--- src/rtl/host_cmd_pkg.sv ---
// rtl/host_cmd_pkg.sv - command words, result codes and FSM states for host_cmd_handler
package host_cmd_pkg;

    localparam logic [15:0] CMD_STATUS      = 16'h0000;
    localparam logic [15:0] CMD_RESET_ENTER = 16'h0010;
    localparam logic [15:0] CMD_RESET_EXIT  = 16'h0011;
    localparam logic [15:0] CMD_DS_READ     = 16'h0080;
    localparam logic [15:0] CMD_DS_WRITE    = 16'h0082;
    localparam logic [15:0] CMD_DS_COMPLETE = 16'h008F;
    localparam logic [15:0] CMD_RTC         = 16'h0090;

    localparam logic [15:0] RES_OK      = 16'h0000;
    localparam logic [15:0] RES_UNKNOWN = 16'h0001;
    localparam logic [15:0] RES_TIMEOUT = 16'h0002;

    typedef enum logic [2:0] {
        ST_IDLE,
        ST_DS_REQ,
        ST_DS_WAIT,
        ST_DONE,
        ST_DRAIN
    } hcmd_state_e;

endpackage

--- src/rtl/host_cmd_handler.sv ---
// rtl/host_cmd_handler.sv - decodes and executes host bridge commands, forwards data-slot requests
module host_cmd_handler
    import host_cmd_pkg::*;
#(
    parameter logic [31:0] DS_TIMEOUT     = 32'd74_250_000,
    parameter int          PROGRESS_SHIFT = 16
) (
    input  logic         clk,
    input  logic         reset_n,
    input  logic         cmd_valid,
    input  logic [15:0]  cmd_word,
    input  logic [127:0] cmd_param,
    output logic [15:0]  cmd_progress,
    output logic         cmd_done,
    output logic [15:0]  cmd_result,
    output logic [31:0]  cmd_response,
    input  logic [1:0]   core_status,
    output logic         core_reset,
    output logic         ds_req_valid,
    output logic         ds_req_write,
    output logic [15:0]  ds_req_slot,
    output logic [31:0]  ds_req_param,
    input  logic         ds_req_ready,
    input  logic         ds_resp_valid,
    input  logic [15:0]  ds_resp_result,
    output logic         ds_all_complete,
    output logic         rtc_valid,
    output logic [31:0]  rtc_epoch,
    output logic [31:0]  rtc_date,
    output logic [31:0]  rtc_time
);

    hcmd_state_e state_q, state_d;
    logic [31:0] counter_q, counter_d;
    logic [15:0] result_d, progress_d;
    logic        core_reset_d, ds_req_valid_d, ds_req_write_d;
    logic [15:0] ds_req_slot_d;
    logic [31:0] ds_req_param_d, rtc_epoch_d, rtc_date_d, rtc_time_d;
    logic        ds_all_complete_d, rtc_valid_d;
    logic        timeout, in_ds;
    logic [31:0] word0, word1, word2;
    logic        unused_param;

    assign word0        = cmd_param[127:96];
    assign word1        = cmd_param[95:64];
    assign word2        = cmd_param[63:32];
    assign unused_param = &{1'b0, cmd_param[31:0]};
    assign in_ds        = (state_q == ST_DS_REQ) || (state_q == ST_DS_WAIT);
    assign timeout      = (counter_q == DS_TIMEOUT - 32'd1);

    always_comb begin
        state_d           = state_q;
        counter_d         = counter_q;
        result_d          = cmd_result;
        core_reset_d      = core_reset;
        ds_req_valid_d    = ds_req_valid;
        ds_req_write_d    = ds_req_write;
        ds_req_slot_d     = ds_req_slot;
        ds_req_param_d    = ds_req_param;
        rtc_epoch_d       = rtc_epoch;
        rtc_date_d        = rtc_date;
        rtc_time_d        = rtc_time;
        ds_all_complete_d = 1'b0;
        rtc_valid_d       = 1'b0;
        progress_d        = in_ds ? counter_q[PROGRESS_SHIFT+15:PROGRESS_SHIFT] : 16'd0;

        // saturating elapsed-cycle count while a data-slot command is in flight
        if (in_ds && counter_q != 32'hFFFF_FFFF)
            counter_d = counter_q + 32'd1;

        case (state_q)
            ST_IDLE: begin
                if (cmd_valid) begin
                    state_d = ST_DONE;
                    case (cmd_word)
                        CMD_STATUS:      result_d = {14'b0, core_status};
                        CMD_RESET_ENTER: begin core_reset_d = 1'b1; result_d = RES_OK; end
                        CMD_RESET_EXIT:  begin core_reset_d = 1'b0; result_d = RES_OK; end
                        CMD_DS_COMPLETE: begin ds_all_complete_d = 1'b1; result_d = RES_OK; end
                        CMD_RTC: begin
                            rtc_epoch_d = word0;
                            rtc_date_d  = word1;
                            rtc_time_d  = word2;
                            rtc_valid_d = 1'b1;
                            result_d    = RES_OK;
                        end
                        CMD_DS_READ, CMD_DS_WRITE: begin
                            ds_req_valid_d = 1'b1;
                            ds_req_write_d = (cmd_word == CMD_DS_WRITE);
                            ds_req_slot_d  = word0[15:0];
                            ds_req_param_d = word1;
                            counter_d      = 32'd0;
                            state_d        = ST_DS_REQ;
                        end
                        default:         result_d = RES_UNKNOWN;
                    endcase
                end
            end
            ST_DS_REQ: begin
                // a response arriving with ready beats a coincident timeout
                if (ds_req_ready && ds_resp_valid) begin
                    ds_req_valid_d = 1'b0;
                    result_d       = ds_resp_result;
                    state_d        = ST_DONE;
                end else if (timeout) begin
                    ds_req_valid_d = 1'b0;
                    result_d       = RES_TIMEOUT;
                    state_d        = ST_DONE;
                end else if (ds_req_ready) begin
                    ds_req_valid_d = 1'b0;
                    state_d        = ST_DS_WAIT;
                end
            end
            ST_DS_WAIT: begin
                if (ds_resp_valid) begin
                    result_d = ds_resp_result;
                    state_d  = ST_DONE;
                end else if (timeout) begin
                    result_d = RES_TIMEOUT;
                    state_d  = ST_DONE;
                end
            end
            ST_DONE:  state_d = ST_DRAIN;
            ST_DRAIN: if (!cmd_valid) state_d = ST_IDLE;
            default:  state_d = ST_IDLE;
        endcase
    end

    always_ff @(posedge clk or negedge reset_n) begin
        if (!reset_n) begin
            state_q         <= ST_IDLE;
            counter_q       <= 32'd0;
            cmd_progress    <= 16'd0;
            cmd_done        <= 1'b0;
            cmd_result      <= 16'd0;
            cmd_response    <= 32'd0;
            core_reset      <= 1'b1;
            ds_req_valid    <= 1'b0;
            ds_req_write    <= 1'b0;
            ds_req_slot     <= 16'd0;
            ds_req_param    <= 32'd0;
            ds_all_complete <= 1'b0;
            rtc_valid       <= 1'b0;
            rtc_epoch       <= 32'd0;
            rtc_date        <= 32'd0;
            rtc_time        <= 32'd0;
        end else begin
            state_q         <= state_d;
            counter_q       <= counter_d;
            cmd_progress    <= progress_d;
            cmd_done        <= (state_d == ST_DONE);
            cmd_result      <= result_d;
            cmd_response    <= 32'd0;
            core_reset      <= core_reset_d;
            ds_req_valid    <= ds_req_valid_d;
            ds_req_write    <= ds_req_write_d;
            ds_req_slot     <= ds_req_slot_d;
            ds_req_param    <= ds_req_param_d;
            ds_all_complete <= ds_all_complete_d;
            rtc_valid       <= rtc_valid_d;
            rtc_epoch       <= rtc_epoch_d;
            rtc_date        <= rtc_date_d;
            rtc_time        <= rtc_time_d;
        end
    end

endmodule

--- config.mk ---
export PLATFORM = sky130hd
export DESIGN_NAME = host_cmd_handler
export DESIGN_NICKNAME = d
export VERILOG_FILES = /design/src/rtl/host_cmd_pkg.sv /design/src/rtl/host_cmd_handler.sv
export SDC_FILE = /design/constraint.sdc
export NUM_CORES = 1
export LEC_CHECK = 0
export CAP_MARGIN = 20
export CORE_ASPECT_RATIO = 1.2
export CORE_MARGIN = 2
export CORE_UTILIZATION = 43
export DETAILED_ROUTE_END_ITERATION = 6
export PLACE_DENSITY = 0.81
export SETUP_SLACK_MARGIN = 0.15
export SLEW_MARGIN = 20
export SYNTH_ARGS = -nofsm -noshare
export SYNTH_HDL_FRONTEND = slang
export SYNTH_SLANG_ARGS = --single-unit
--- constraint.sdc ---
create_clock -name clk -period 2.4 [get_ports clk]
set_clock_uncertainty 0.05 [all_clocks]
set_input_delay 0.72 -clock clk [delete_from_list [all_inputs] [get_ports clk]]
set_output_delay 0.72 -clock clk [all_outputs]
set_load 0.01 [all_outputs]
==> results of run 1 <==
[how the worst max path moves through the flow]
| stage | slack [ps] | start | cells past startpoint | endpoint |
|---|---|---|---|---|
| 5_1_grt | 10 | cmd_word[10] | 15 | cmd_result[15] |
| 2_1_floorplan | -80 | cmd_word[3] | 7 | rtc_epoch[12] |
| 6_report | 70 | cmd_word[10] | 15 | cmd_result[15] |
| 3_3_place_gp | -640 | cmd_word[11] | 8 | rtc_date[5] |
| 4_1_cts | 70 | cmd_word[3] | 10 | rtc_date[22] |
| 3_5_place_dp | -690 | cmd_word[11] | 8 | rtc_time[18] |
[kinds of logic (layout without fill, tap and decap cells)]
family | Yosys count | after routing | share of synthesized area
xor+xnor | 20 | 20 | 0.0194
flops | 217 | 217 | 0.602
compound gates | 53 | 53 | 0.0399
fa+ha+maj | 2 | 2 | 0.00250
buf+inv | 64 | 473 | 0.0467
other cells | 1 | 35 | 0.000416
simple gates | 161 | 161 | 0.103
mux | 149 | 149 | 0.185
[area by class of cell]
class,count,area share
Antenna cell,3,0.000493
Clock buffer,32,0.0440
Timing Repair Buffer,431,0.304
Tap cell,270,0.0222
Inverter,2,0.000493
Multi-Input combinational cell,417,0.260
Clock inverter,8,0.0113
Sequential cell,217,0.357
[state kept, by name (all words and copies together), names as in the netlist, 3 cells and up]
register      flops
counter_q        32
cmd_result       16
rtc_epoch        32
state_q           3
rtc_date         32
rtc_time         32
ds_req_param     32
cmd_progress     16
ds_req_slot      16
[critical path, cell delays in order]
cell and delay, ps:
buf_8 100, nor4_4 340, buf_4 170, buf_6 80
buf_6 80, buf_6 80, buf_6 80, buf_6 80
buf_6 90, nand3_4 60, o21ai_4 180, o221ai_2 150
nand2_2 160, clkbuf_16 180, a22o_1 160
[power by group]
| group | switching, mW | internal, mW | total, mW |
|---|---|---|---|
| registers | 0.298 | 4.06 | 4.35 |
| clock network | 1.48 | 2.48 | 3.95 |
| logic | 1.18 | 1.47 | 2.65 |
[layout by cell type, fill, tap and decap left out, types with 6 or more instances in the layout]
| cell | instances |
|---|---|
| a21oi_1 | 8 |
| a22o_1 | 14 |
| and2_1 | 19 |
| buf_12 | 20 |
| buf_4 | 60 |
| buf_6 | 21 |
| buf_8 | 8 |
| clkbuf_16 | 28 |
| clkbuf_8 | 7 |
| clkdlybuf4s50_1 | 272 |
| conb_1 | 32 |
| dfrtp_1 | 213 |
| dlygate4sd2_1 | 12 |
| dlymetal6s2s_1 | 22 |
| mux2_2 | 9 |
| mux2_4 | 134 |
| nand2_1 | 23 |
| nand3_1 | 9 |
| nand4_1 | 12 |
| nor2_1 | 26 |
| nor3_1 | 13 |
| o21ai_0 | 15 |
| or3_1 | 8 |
| xnor2_1 | 14 |
| xor2_1 | 6 |
[through the flow]
stage | util | std cells
after floorplan | - | 698
after global placement | 0.631 | 1280
after detailed placement | 0.631 | 1280
after CTS | 0.700 | 1363
after global routing | 0.733 | 1379
final | 0.733 | 1380
[per-layer routing]
layer | vias to the layer above | global-route usage
li1 | 3154 | -
met1 | 3598 | 0.281
met2 | 307 | 0.444
met3 | 65 | 0.0514
met4 | 0 | 0.0952
met5 | - | 0
[what timing repair did]
| item | in CTS | in global routing |
|---|---|---|
| pin swaps | 13 | 33 |
| hold buffers | 0 | 0 |
| buffers inserted | 37 | 11 |
| gates cloned | 6 | 4 |
| endpoints found under the setup margin | 196 | 181 |
| gates resized for setup | 75 | 150 |
==> impl_metrics.json, run 1 <==
{
  "die_area_um2": 22200,
  "wl_met2_um": 16200,
  "initial_core_util": 0.435,
  "finalNetCount": 1260,
  "drive_gt1_frac": 0.308,
  "r2r_slack_ps": 140,
  "slew_violations": 0,
  "antenna_found_initial": 2,
  "grt_usage": 0.245,
  "yosysTopAreaCell": "dfrtp_1",
  "synth_area_um2": 9020,
  "crit_required_ps": 2780,
  "drtIter0Drc": 428,
  "async_flop_share": 1.00,
  "cp.arrival_ps": 2710,
  "fp.dieW_um": 136,
  "grt_setup_unrepaired": "yes",
  "grt_overflow": 0,
  "yosys-top-cells-count": "dfrtp_1, mux2_2, buf_4",
  "synthCells": 667,
  "synth_top_area_share": 0.599,
  "io-pin-count": 381,
  "drt_wl_total_um": 30400,
  "finalHoldViolations": 0,
  "hold_ws_ps": 145,
  "path_class": "in -> reg",
  "cap_violations": 0,
  "seq_area_um2": 5440,
  "placed_area_um2": 13100,
  "row_count": 58,
  "cts_tree": "built",
  "dr.max_layer_used": "met4",
  "fin_area_um2": 15200,
  "grt_pass1_wl_um": 41700,
  "reg2regPathDepth": 8,
  "grt_max_degree": 58,
  "slew_headroom": 0.608,
  "vias": 7124,
  "multiInputGateArea_um2": 3960,
  "numCtsBuffers": 23,
  "wl_met3_um": 2070,
  "worst_slew_pin_slew_ps": 583,
  "critPathMaxFanout": 8,
  "worstSetupEndpointType": "register",
  "drt-met1-wl_um": 11100,
  "min_period_ps": 2330,
  "ys_top_cells_by_area": "dfrtp_1, mux2_2, mux2_1",
  "startpoint_type": "input port",
  "setup_slack_ps": 65.3,
  "ys_ff_latch": 217,
  "timing.rr.end": "rtc_date[22]",
  "syn_area_per_cell_um2": 13.5,
  "setup_viol": 0,
  "setup_tns_ps": 0,
  "drtPass1Iterations": 4,
  "total_power_mw": 11.0,
  "die_h_um": 163,
  "clockBufferDepth": 3,
  "path_clk_slew_ps": 60,
  "dp_slack_ps": -690,
  "synth.distinct_cells": 55,
  "yosysSeqAreaShare": 0.602,
  "vias_per_cell": 5.16,
  "synth.most_common_cell": "dfrtp_1",
  "ctsHtreeMaxLevel": 1,
  "io_buffers": 316,
  "wire_per_inst_um": 22.0,
  "cts_sinks": 217,
  "grt_pass1_vias": 7250,
  "synth_edf_count": 0,
  "drc": 0,
  "max-vdd-ir-drop_uv": 634,
  "p_per_area_nw_per_um2": 720,
  "leakagePower_nw": 7.21,
  "postRouteAntennaNets": 0,
  "syn_to_final_growth_pct": 68.7,
  "status": "completed",
  "core_area_um2": 20800,
  "place_congestion": 0.815,
  "hold_path.class": "in -> async",
  "fmax_ghz": 0.428,
  "finalCritPeriodShare": 0.973,
  "synth_warnings": 0,
  "dp_hpwl_um": 18500,
  "rr_startpoint": "state_q[1]",
  "clk_latency_ps": 510,
  "synth_flop_cell": "dfrtp_1",
  "fillerInstances": 1262,
  "cts_root_buf": "clkbuf_16"
}
No activity file was read; power rests on OpenSTA's default activity.
==> run 2: changes to the inputs <==
Settings changed: CAP_MARGIN 20 to 0, CORE_AREA set to 2 2 149 151, CORE_ASPECT_RATIO 1.2 to not set, CORE_MARGIN 2 to not set, CORE_UTILIZATION 43 to not set, DIE_AREA set to 0 0 151 153, DONT_BUFFER_PORTS set to 1, PLACE_DENSITY 0.81 to not set.
==> impl_metrics.json, run 2 (synthesis results as in run 1) <==
{
  "place_congestion": 0.816,
  "layout.cells.non_filler": 1029,
  "switchingPower_mw": 2.63,
  "worstSetupEndpointType": "register",
  "seqPwrFrac": 0.469,
  "fmax_ghz": 0.449,
  "postRouteAntennaNets": 0,
  "path_clk_slew_ps": 60,
  "cap_violations": 0,
  "clockPowerShare": 0.369,
  "finalNetCount": 899,
  "slew_violations": 0,
  "startpoint_type": "register",
  "critPathMaxFanout": 6,
  "vias_per_cell": 5.38,
  "p_per_area_nw_per_um2": 856,
  "syn_to_final_growth_pct": 23.2,
  "drc": 0,
  "grt_overflow": 0,
  "wire_per_inst_um": 22.5,
  "leakagePower_nw": 5.22,
  "clk_latency_ps": 510,
  "cts_tree": "built",
  "max-vdd-ir-drop_uv": 509,
  "io-pin-count": 381,
  "cts_root_buf": "clkbuf_16",
  "violations": "hold timing",
  "fp.dieW_um": 151,
  "path_class": "reg -> reg",
  "hold_path.class": "in -> async",
  "grt_setup_unrepaired": "yes",
  "die_h_um": 153,
  "finalCoreUtilization": 0.517,
  "slew_headroom": 0.628,
  "final_cell_mix": "dfrtp_1, mux2_4, mux2_2, buf_4",
  "p_sw_frac": 0.276,
  "finalHoldViolations": 216,
  "status": "finished with violations",
  "drive_gt1_frac": 0.367,
  "finalCritPeriodShare": 0.928,
  "initial_core_util": 0.420,
  "hold_ws_ps": -145,
  "grt_max_degree": 218,
  "numCtsBuffers": 24,
  "grt_pass1_vias": 5827,
  "row_count": 54,
  "worst_slew_pin_slew_ps": 553,
  "setup_slack_ps": 173,
  "pwr-share-comb": 0.162,
  "grt_pass1_wl_um": 33400,
  "mostFrequentLayoutCell": "dfrtp_1",
  "drtIter0Drc": 264,
  "dp_slack_ps": -355,
  "clockBufferDepth": 3,
  "r2r_slack_ps": 170,
  "min_period_ps": 2230,
  "core_area_um2": 21500,
  "drtPass1Iterations": 4,
  "die_area_um2": 23100,
  "antenna_found_initial": 3,
  "drt_wl_total_um": 23200,
  "dpl.cell_count": 957,
  "vias": 5536,
  "grt_usage": 0.184,
  "crit_required_ps": 2740,
  "cp.arrival_ps": 2570,
  "setup_viol": 0,
  "io_buffers": 0,
  "cts_sinks": 217,
  "ctsHtreeMaxLevel": 1,
  "dp_hpwl_um": 15800,
  "p_int_mw": 6.89
}
## run 2: cell types whose count changed in the layout (fill, tap and decap cells not counted), moves of 6 or more
cell and change:
clkdlybuf4s50_1 -272, mux2_1 +11, buf_6 -14, mux2_4 -46, buf_8 -6, buf_4 -16
mux2_2 +35, dlymetal6s2s_1 -22, dlygate4sd2_1 -12, buf_12 -12
## run 2: area by class of cell
cell class,count,area (um^2)
flip-flops and latches,217,5440
well taps,280,350
diodes,2,5.00
clock inverters,7,43.8
fillers,1813,10400
multi-input cells,418,3770
clock buffers,35,723
repair buffers,68,774
inverters,2,7.51
## run 2: worst paths after layout
| check | start | endpoint | cells past startpoint |
|---|---|---|---|
| max in group asynchronous | reset_n | ds_req_slot[5] | 0 |
| worst max register to register | state_q[1] | rtc_date[15] | 8 |
| worst min register to register | core_reset | core_reset | 2 |
| worst min-delay path | reset_n | counter_q[22] | 0 |
| worst max-delay path | state_q[1] | rtc_date[15] | 8 |
| min in group clk | cmd_word[7] | core_reset | 1 |
## run 2: through the flow
step | instance area [um^2] | power [mW] | hold WS, ps | setup TNS [ps]
floorplan | 9420 | 5.50 | 374 | -8870
global placement | 9680 | 5.78 | 380 | -41560
detailed placement | 9680 | 5.85 | 380 | -48640
CTS | 10500 | 9.43 | -177 | 0
global route | 11100 | 10.0 | -167 | 0
finish | 11100 | 9.52 | -145 | 0
## run 2: what timing repair did
action	in CTS	in global routing
endpoints found under the hold margin	216	216
endpoints found under the setup margin	37	132
cloned	0	11
resized for setup	5	73
buffers inserted	2	15
pin swaps	2	18
## run 2: layer usage
layer | track usage | up-vias | share of wire
li1 | - | 2437 | -
met1 | 0.218 | 2842 | 0.38
met2 | 0.318 | 228 | 0.51
met3 | 0.0672 | 27 | 0.093
met4 | 0.0405 | 2 | 0.012
met5 | 0 | - | 0.00060
## run 2: power groups by stage
stage               Sequential (mW)  Combinational, mW  Clock [mW]
floorplan                      4.43               1.06           0
global placement               4.51               1.27           0
detailed placement             4.52               1.33           0
CTS                            4.46               1.36        3.62
global route                   4.53               1.72        3.76
finish                         4.47               1.54        3.51
## run 2: worst max-delay path, cell delays in order (launching register included)
cell,delay (ps)
dfrtp_2,440
nor4b_4,250
buf_4,170
nand4_1,160
nor3b_4,260
buf_6,140
buf_12,140
clkbuf_16,160
mux2_2,330
==> run 3: changes to the inputs <==
Settings changed: ABC_CLOCK_PERIOD_IN_PS set to 2400.
==> results of run 3 <==
The final DEF is identical to that of run 2; final timing and power are the same.
